## config.mk

```make
export PLATFORM = sky130hd
export DESIGN_NAME = zxbus_port_ctrl
export DESIGN_NICKNAME = d
export VERILOG_FILES = /design/src/rtl/zxbus_port_ctrl.sv
export SDC_FILE = /design/constraint.sdc
export NUM_CORES = 1
export LEC_CHECK = 0
export CAP_MARGIN = 40
export CELL_PAD_IN_SITES_DETAIL_PLACEMENT = 0
export CELL_PAD_IN_SITES_GLOBAL_PLACEMENT = 1
export CORE_ASPECT_RATIO = 1.4
export CORE_MARGIN = 1.5
export CORE_UTILIZATION = 33
export CTS_CLUSTER_SIZE = 25
export DETAILED_ROUTE_END_ITERATION = 8
export PLACE_DENSITY_LB_ADDON = 0.3
export SYNTH_ARGS = -nofsm -noshare
export SYNTH_HDL_FRONTEND = slang
export SYNTH_SLANG_ARGS = --single-unit
export TNS_END_PERCENT = 30
```

## constraint.sdc

```tcl
create_clock -name clk -period 2.1 [get_ports clk]
set_input_delay 0.63 -clock clk [delete_from_list [all_inputs] [get_ports clk]]
set_output_delay 0.63 -clock clk [all_outputs]
set_load 0.005 [all_outputs]
```

## src/rtl/zxbus_port_ctrl.sv

```systemverilog
// zxbus_port_ctrl: ZX bus I/O access sequencer for ports #81AB, #82AB, #83AB.
// Synchronises the raw Z80 I/O strobes and decodes the port address. It then
// drives the port block's write interface and the read-data output enable.
// Build option: define ZXPORTS_RDOE_ASYNC_EN for a combinational zx_d_oe
// decoded straight from the raw bus (zero-latency read drive).
//
// Bus handshake: an access starts only from IDLE, when the synchronised IORQ
// and RD/WR are both active and the address decodes (M1 low = INTA, ignored).
// A write always runs the full setup/strobe/hold sequence. It then parks in
// WAIT_END until IORQ and WR are both released, so one bus cycle produces
// exactly one strobe. A read holds zx_d_oe until RD or IORQ is released.
module zxbus_port_ctrl #(
    parameter int STB_LEN = 2
) (
    input  logic        clk,
    input  logic        rst,
    input  logic [15:0] zx_a,
    input  logic [7:0]  zx_d,
    input  logic        zx_iorq_n,
    input  logic        zx_rd_n,
    input  logic        zx_wr_n,
    input  logic        zx_m1_n,
    output logic [1:0]  port_addr,
    output logic [7:0]  port_wrdata,
    output logic        port_wrena,
    output logic        port_wrstb_n,
    output logic        zx_d_oe,
    output logic        busy
);

    typedef enum logic [2:0] {
        IDLE     = 3'd0,
        WR_SETUP = 3'd1,
        WR_STB   = 3'd2,
        WR_HOLD  = 3'd3,
        RD_ACT   = 3'd4,
        WAIT_END = 3'd5
    } state_t;

    // Strobe counter load value: counts down to zero over STB_LEN cycles.
    localparam logic [3:0] STB_LAST = 4'(STB_LEN - 1);

    // Address decode shared by the synchronised and the raw-bus paths.
    function automatic logic addr_match(input logic [15:0] a);
        return (a[7:0] == 8'hAB) && (a[15:10] == 6'b100000) && (a[9:8] != 2'b00);
    endfunction

    state_t      state, state_n;
    logic [3:0]  cnt, cnt_n;
    logic [1:0]  addr_n;
    logic [7:0]  data_n;
    logic        wrena_n;
    logic        wrstb_n_n;
    logic        oe_q, oe_n;

    // Synchroniser stages, bit order {m1, wr, rd, iorq}, active-high.
    logic [3:0]  sync1, sync2;
    logic        iorq_s, rd_s, wr_s, m1_s;
    logic        hit;

    // Two-flop synchroniser for the raw active-low strobes.
    always_ff @(posedge clk or posedge rst) begin
        if (rst) begin
            sync1 <= 4'b0000;
            sync2 <= 4'b0000;
        end else begin
            sync1 <= ~{zx_m1_n, zx_wr_n, zx_rd_n, zx_iorq_n};
            sync2 <= sync1;
        end
    end

    assign iorq_s = sync2[0];
    assign rd_s   = sync2[1];
    assign wr_s   = sync2[2];
    assign m1_s   = sync2[3];

    // INTA cycles (M1 together with IORQ) never match.
    assign hit = addr_match(zx_a) && iorq_s && !m1_s;

    // State register and registered outputs.
    always_ff @(posedge clk or posedge rst) begin
        if (rst) begin
            state        <= IDLE;
            cnt          <= 4'd0;
            port_addr    <= 2'b00;
            port_wrdata  <= 8'h00;
            port_wrena   <= 1'b0;
            port_wrstb_n <= 1'b1;
            oe_q         <= 1'b0;
        end else begin
            state        <= state_n;
            cnt          <= cnt_n;
            port_addr    <= addr_n;
            port_wrdata  <= data_n;
            port_wrena   <= wrena_n;
            port_wrstb_n <= wrstb_n_n;
            oe_q         <= oe_n;
        end
    end

    // Next-state and next-output logic; every output holds unless changed.
    always_comb begin
        state_n   = state;
        cnt_n     = cnt;
        addr_n    = port_addr;
        data_n    = port_wrdata;
        wrena_n   = port_wrena;
        wrstb_n_n = port_wrstb_n;
        oe_n      = oe_q;
        case (state)
            IDLE: begin
                if (hit && wr_s) begin
                    state_n = WR_SETUP;
                    addr_n  = zx_a[9:8];
                    data_n  = zx_d;
                    wrena_n = 1'b1;
                end else if (hit && rd_s) begin
                    state_n = RD_ACT;
                    addr_n  = zx_a[9:8];
                    oe_n    = 1'b1;
                end
            end
            WR_SETUP: begin
                state_n   = WR_STB;
                wrstb_n_n = 1'b0;
                cnt_n     = STB_LAST;
            end
            WR_STB: begin
                // IORQ release is ignored here so the pulse is never truncated.
                if (cnt == 4'd0) begin
                    state_n   = WR_HOLD;
                    wrstb_n_n = 1'b1;
                end else begin
                    cnt_n = cnt - 4'd1;
                end
            end
            WR_HOLD: begin
                state_n = WAIT_END;
                wrena_n = 1'b0;
            end
            RD_ACT: begin
                if (!rd_s || !iorq_s) begin
                    state_n = IDLE;
                    oe_n    = 1'b0;
                end
            end
            WAIT_END: begin
                if (!iorq_s && !wr_s) begin
                    state_n = IDLE;
                end
            end
            default: begin
                state_n = IDLE;
            end
        endcase
    end

    assign busy = (state != IDLE);

`ifdef ZXPORTS_RDOE_ASYNC_EN
    // Raw-bus read enable: no synchroniser latency, the FSM only reports busy.
    assign zx_d_oe = ~zx_iorq_n & ~zx_rd_n & zx_m1_n & addr_match(zx_a);
`else
    // Registered read enable, owned by the RD_ACT state.
    assign zx_d_oe = oe_q;
`endif

endmodule

```

==> results.md, run 1 <==
Synthesis:
- The mapped netlist covers 1229 µm².
- Yosys mapped the design onto 29 distinct sky130hd cell types.
- The number of nets handed over by synthesis was 134.
- The main combinational cell family by area after synthesis is simple AND/OR/NAND/NOR gates.
- For this run, the register share of the synthesized area comes to 0.5713.
- The number of synthesized register bits is 28.
- After technology mapping, the gate count stands at 103.
- The fraction of synthesized area in multiplexers is 0.09776.
- The post-synthesis compound-gate area fraction is 0.1171.
- The mean post-synth cell area is 11.93 µm².
- The number of warnings reported in the yosys synthesis log is 0.
- Of the total synthesized cell area, the portion taken by AND, OR, NAND and NOR gates is 0.1568.
- Of the total synthesized cell area, the portion taken by XOR and XNOR cells is 0.007128.
- The adder-cell share of the synthesized area is 0.01018.

Clocking:
- The number of buffers added by the clock tree synthesis step is 3.
- The tree is rooted in a sky130_fd_sc_hd__clkbuf_8.
- Clock-pin slew was measured on the worst setup and hold paths at 90 ps.
- The number of levels the H-tree was split into is 1.
- TritonCTS built the clock tree.
- The sink count of the clock tree is 28.
- The post-cts hold buffer count is 0.
- Clock latency on the worst-skew pair, taken at its later pin, is 270 ps.
- The longest clock path from root to sink contains 2 buffers.

Worst setup path:
- The endpoint required time on the critical path is 2260 ps.
- STA classifies the critical path startpoint as an input port.
- The critical path is of the input port to flip-flop type.
- The setup check on the worst reg-to-reg path leaves a slack of 340 ps.
- The peak fanout along the critical path is 4.
- The critical path endpoint category is a flip-flop.
- The data arrival time at the worst-slack endpoint is 2230 ps.

Power and ir drop:
- The static leakage is 0.0008183 µW.
- In this run the power density over the cells is 893.2 nW/µm².
- The worst vdd rail ir drop is 0.5523 mV.

Detailed routing:
- The first detailed-routing pass took 4 iterations.
- In the routed design, unresolved DRC markers number 0.
- The final wirelength is 2631 µm.
- The routed layout has 950 vias.
- The antenna violation net count after detailed routing is 0.
- Using the TritonRoute via totals, the vias-per-cell ratio works out to 4.822.
- After the first detailed-routing iteration, the DRC count stood at 15.
- The average detailed-routed wire length per instance is 13.36 µm.

Finish:
- Compared with the post-synthesis result, the final layout area differs by 45.62%.
- The post-layout net count is 187.
- In the final layout, the share of cells above drive strength 1 is 0.2194.
- The final core utilization is 0.4955.
- The number of antenna diodes in the final layout is 0.

STA:
- Setup violations remaining at the end of the flow were counted as 0.
- In the finished design, the share of the clock period the worst path needs comes to 0.9843.
- In the post-route analysis, the smallest setup slack over all paths is 32.99 ps.
- The highest clock frequency the design can meet is 483.8 MHz.
- The final-report hold violation count was 0.
- The number of max-slew violations in the final report came to 0.
- The maximum clock skew at final layout is 4.292 ps.
- The worst-case hold slack is 355.1 ps.
- The final critical delay including setup and external delays is 2067 ps.
- The worst slew slack as a fraction of its limit is 0.7011.
- Setup repair after global routing could not meet its margin everywhere.
- At the pin with the least slew margin, the transition time is 447.4 ps.

Floorplan:
- The number of top-level pins is 44.
- The initial core utilization is 0.3403.
- The floorplan core area is 3611 µm².
- The floorplan step defined a die boundary enclosing 4104 µm².
- The vertical extent of the die is 75.20 µm.
- After floorplanning, the core was divided into 26 placement rows.
- The die boundary width is 54.57 µm.

Min path:
- The min-delay analysis places its worst path in the category flip-flop to flip-flop.

Run status:
- The flow ran to the end, and the final reports show no timing, DRC or antenna violations.

Global routing:
- The aggregate global routing overflow is 0.
- For this run, the total global-route usage over all layers was measured as 0.1309.
- Entering global routing, the biggest net connects 29 pins.
- The number of antenna violations at the first check in global routing is 0.
- The first global-routing pass estimated 3988 µm of wire.
- The number of global-route vias before repair was 971.

Placed design:
- The half-perimeter wire length after detailed placement is 1998 µm.
- The port buffer count is 43.
- Before CTS, the worst setup slack after placement is -570.1 ps.
- The congestion estimate from routability-driven global placement came to 0.7674.

Flow run:
- The tool flagged a number of max-cap violations equal to 0.
[stage by stage]
| step | cells | setup TNS (ps) | total power [µW] | area, µm² |
|---|---|---|---|---|
| after floorplan | 103 | -284.6 | 1077 | 1229 |
| after global placement | 191 | -6336 | 1322 | 1742 |
| after detailed placement | 191 | -6633 | 1344 | 1742 |
| after CTS | 195 | 0 | 1619 | 1777 |
| after global routing | 197 | -31.58 | 1726 | 1789 |
| final | 197 | 0 | 1598 | 1789 |
[synth_stat cells]
| master | number | area share |
|---|---|---|
| sky130_fd_sc_hd__dfrtp_1 | 27 | 0.55 |
| sky130_fd_sc_hd__inv_1 | 11 | 0.034 |
| sky130_fd_sc_hd__o21ai_0 | 9 | 0.037 |
| sky130_fd_sc_hd__mux2_2 | 8 | 0.073 |
| sky130_fd_sc_hd__nand2_1 | 8 | 0.024 |
| sky130_fd_sc_hd__a21oi_1 | 5 | 0.020 |
| sky130_fd_sc_hd__nor2_1 | 4 | 0.012 |
| sky130_fd_sc_hd__a32oi_1 | 3 | 0.021 |
| sky130_fd_sc_hd__or4bb_1 | 3 | 0.027 |
| sky130_fd_sc_hd__clkbuf_1 | 2 | 0.0061 |
| sky130_fd_sc_hd__mux2_4 | 2 | 0.024 |
| sky130_fd_sc_hd__nand2b_1 | 2 | 0.010 |
| sky130_fd_sc_hd__nor2b_1 | 2 | 0.010 |
| sky130_fd_sc_hd__nor3_1 | 2 | 0.0081 |
| sky130_fd_sc_hd__a31oi_1 | 1 | 0.0051 |
| sky130_fd_sc_hd__dfstp_2 | 1 | 0.021 |
| sky130_fd_sc_hd__ha_1 | 1 | 0.010 |
| sky130_fd_sc_hd__nand3_4 | 1 | 0.014 |
| sky130_fd_sc_hd__nand4_1 | 1 | 0.0051 |
| sky130_fd_sc_hd__nor4_4 | 1 | 0.017 |
| sky130_fd_sc_hd__o211a_1 | 1 | 0.0081 |
| sky130_fd_sc_hd__o211ai_1 | 1 | 0.0061 |
| sky130_fd_sc_hd__o22a_1 | 1 | 0.0071 |
| sky130_fd_sc_hd__o22ai_1 | 1 | 0.0051 |
| sky130_fd_sc_hd__o31a_1 | 1 | 0.0071 |
| sky130_fd_sc_hd__or3_4 | 1 | 0.0092 |
| sky130_fd_sc_hd__or3b_2 | 1 | 0.0071 |
| sky130_fd_sc_hd__or4b_4 | 1 | 0.011 |
| sky130_fd_sc_hd__xnor2_1 | 1 | 0.0071 |
[state kept, by name (all words and copies together) (netlist names)]
name and count:
port_wrstb_n 1, cnt 4, port_wrdata 8, state 3, zx_d_oe 1, port_addr 2, sync1 4, port_wrena 1
sync2 4
[final timing paths]
kind,from,endpoint,cells after the start
max,zx_a[13],port_addr[0],6
min,sync1[1],sync2[1],0
max reg2reg,state[1],port_addr[0],5
min reg2reg,sync1[1],sync2[1],0
max in group asynchronous,rst,port_wrstb_n,3
min in group asynchronous,rst,port_wrena,3
[cells in the final DEF (no fill, tap or decap), drive strengths merged, types with 3 or more instances in the layout]
cell type / n
clkdlybuf4s50: 32
dfrtp: 27
inv: 11
mux2: 10
o21ai: 9
buf: 9
nand2: 8
clkbuf: 7
a21oi: 5
nor2: 4
a32oi: 3
dlygate4sd2: 3
or4bb: 3
[layer usage]
metal | routed length [µm] | up-vias | track usage
li1 | - | 468 | -
met1 | 1056 | 449 | 0.1505
met2 | 1450 | 30 | 0.2383
met3 | 108 | 3 | 0.02381
met4 | 16 | 0 | 0.04167
met5 | 0 | - | 0
[final cells by class]
class | count | area [µm²]
flip-flops and latches | 28 | 701.9
repair buffers | 49 | 441.7
multi-input cells | 63 | 506.7
clock buffers | 4 | 45.04
well taps | 42 | 52.55
inverters | 11 | 41.29
fillers | 338 | 1822
[kinds of logic after synthesis]
kind of cell | count (synthesis)
AO/OA/AOI/OAI | 23
XOR/XNOR | 1
AND/OR/NAND/NOR | 27
buffers and inverters | 13
adder cells (fa/ha/maj) | 1
flip-flops | 28
multiplexers | 10
[where the power goes]
| group | switching, µW | internal, µW | leakage, µW |
|---|---|---|---|
| Combinational | 304 | 306 | 0.000439 |
| Sequential | 63.6 | 634 | 0.000356 |
| Clock | 155 | 136 | 0.0000228 |
| Total | 522 | 1080 | 0.000818 |
[worst max-delay path, stage by stage]
cell                              delay [ps]
sky130_fd_sc_hd__clkdlybuf4s50_1         390
sky130_fd_sc_hd__or4bb_1                 480
sky130_fd_sc_hd__nor2_1                  110
sky130_fd_sc_hd__buf_4                   160
sky130_fd_sc_hd__o211a_4                 170
sky130_fd_sc_hd__mux2_4                  290
[timing repair]
item / in CTS / in global routing
gates cloned: 0 / 1
buffers inserted: 0 / 1
gates resized for setup: 23 / 6
endpoints found under the setup margin: 13 / 10
pin swaps: 7 / 6
Note: power is estimated with default switching activity, not from simulation.
==> inputs of run 2 (changes only) <==
Settings changed: CTS_CLUSTER_SIZE 25 to 10.
==> results of run 2 <==
Final layout, timing and power as in run 1 (identical DEF).
==> inputs of run 3 (changes only) <==
Settings changed: CTS_CLUSTER_DIAMETER from default to 120.
==> results of run 3 <==
Final layout, timing and power as in run 1 (identical DEF).
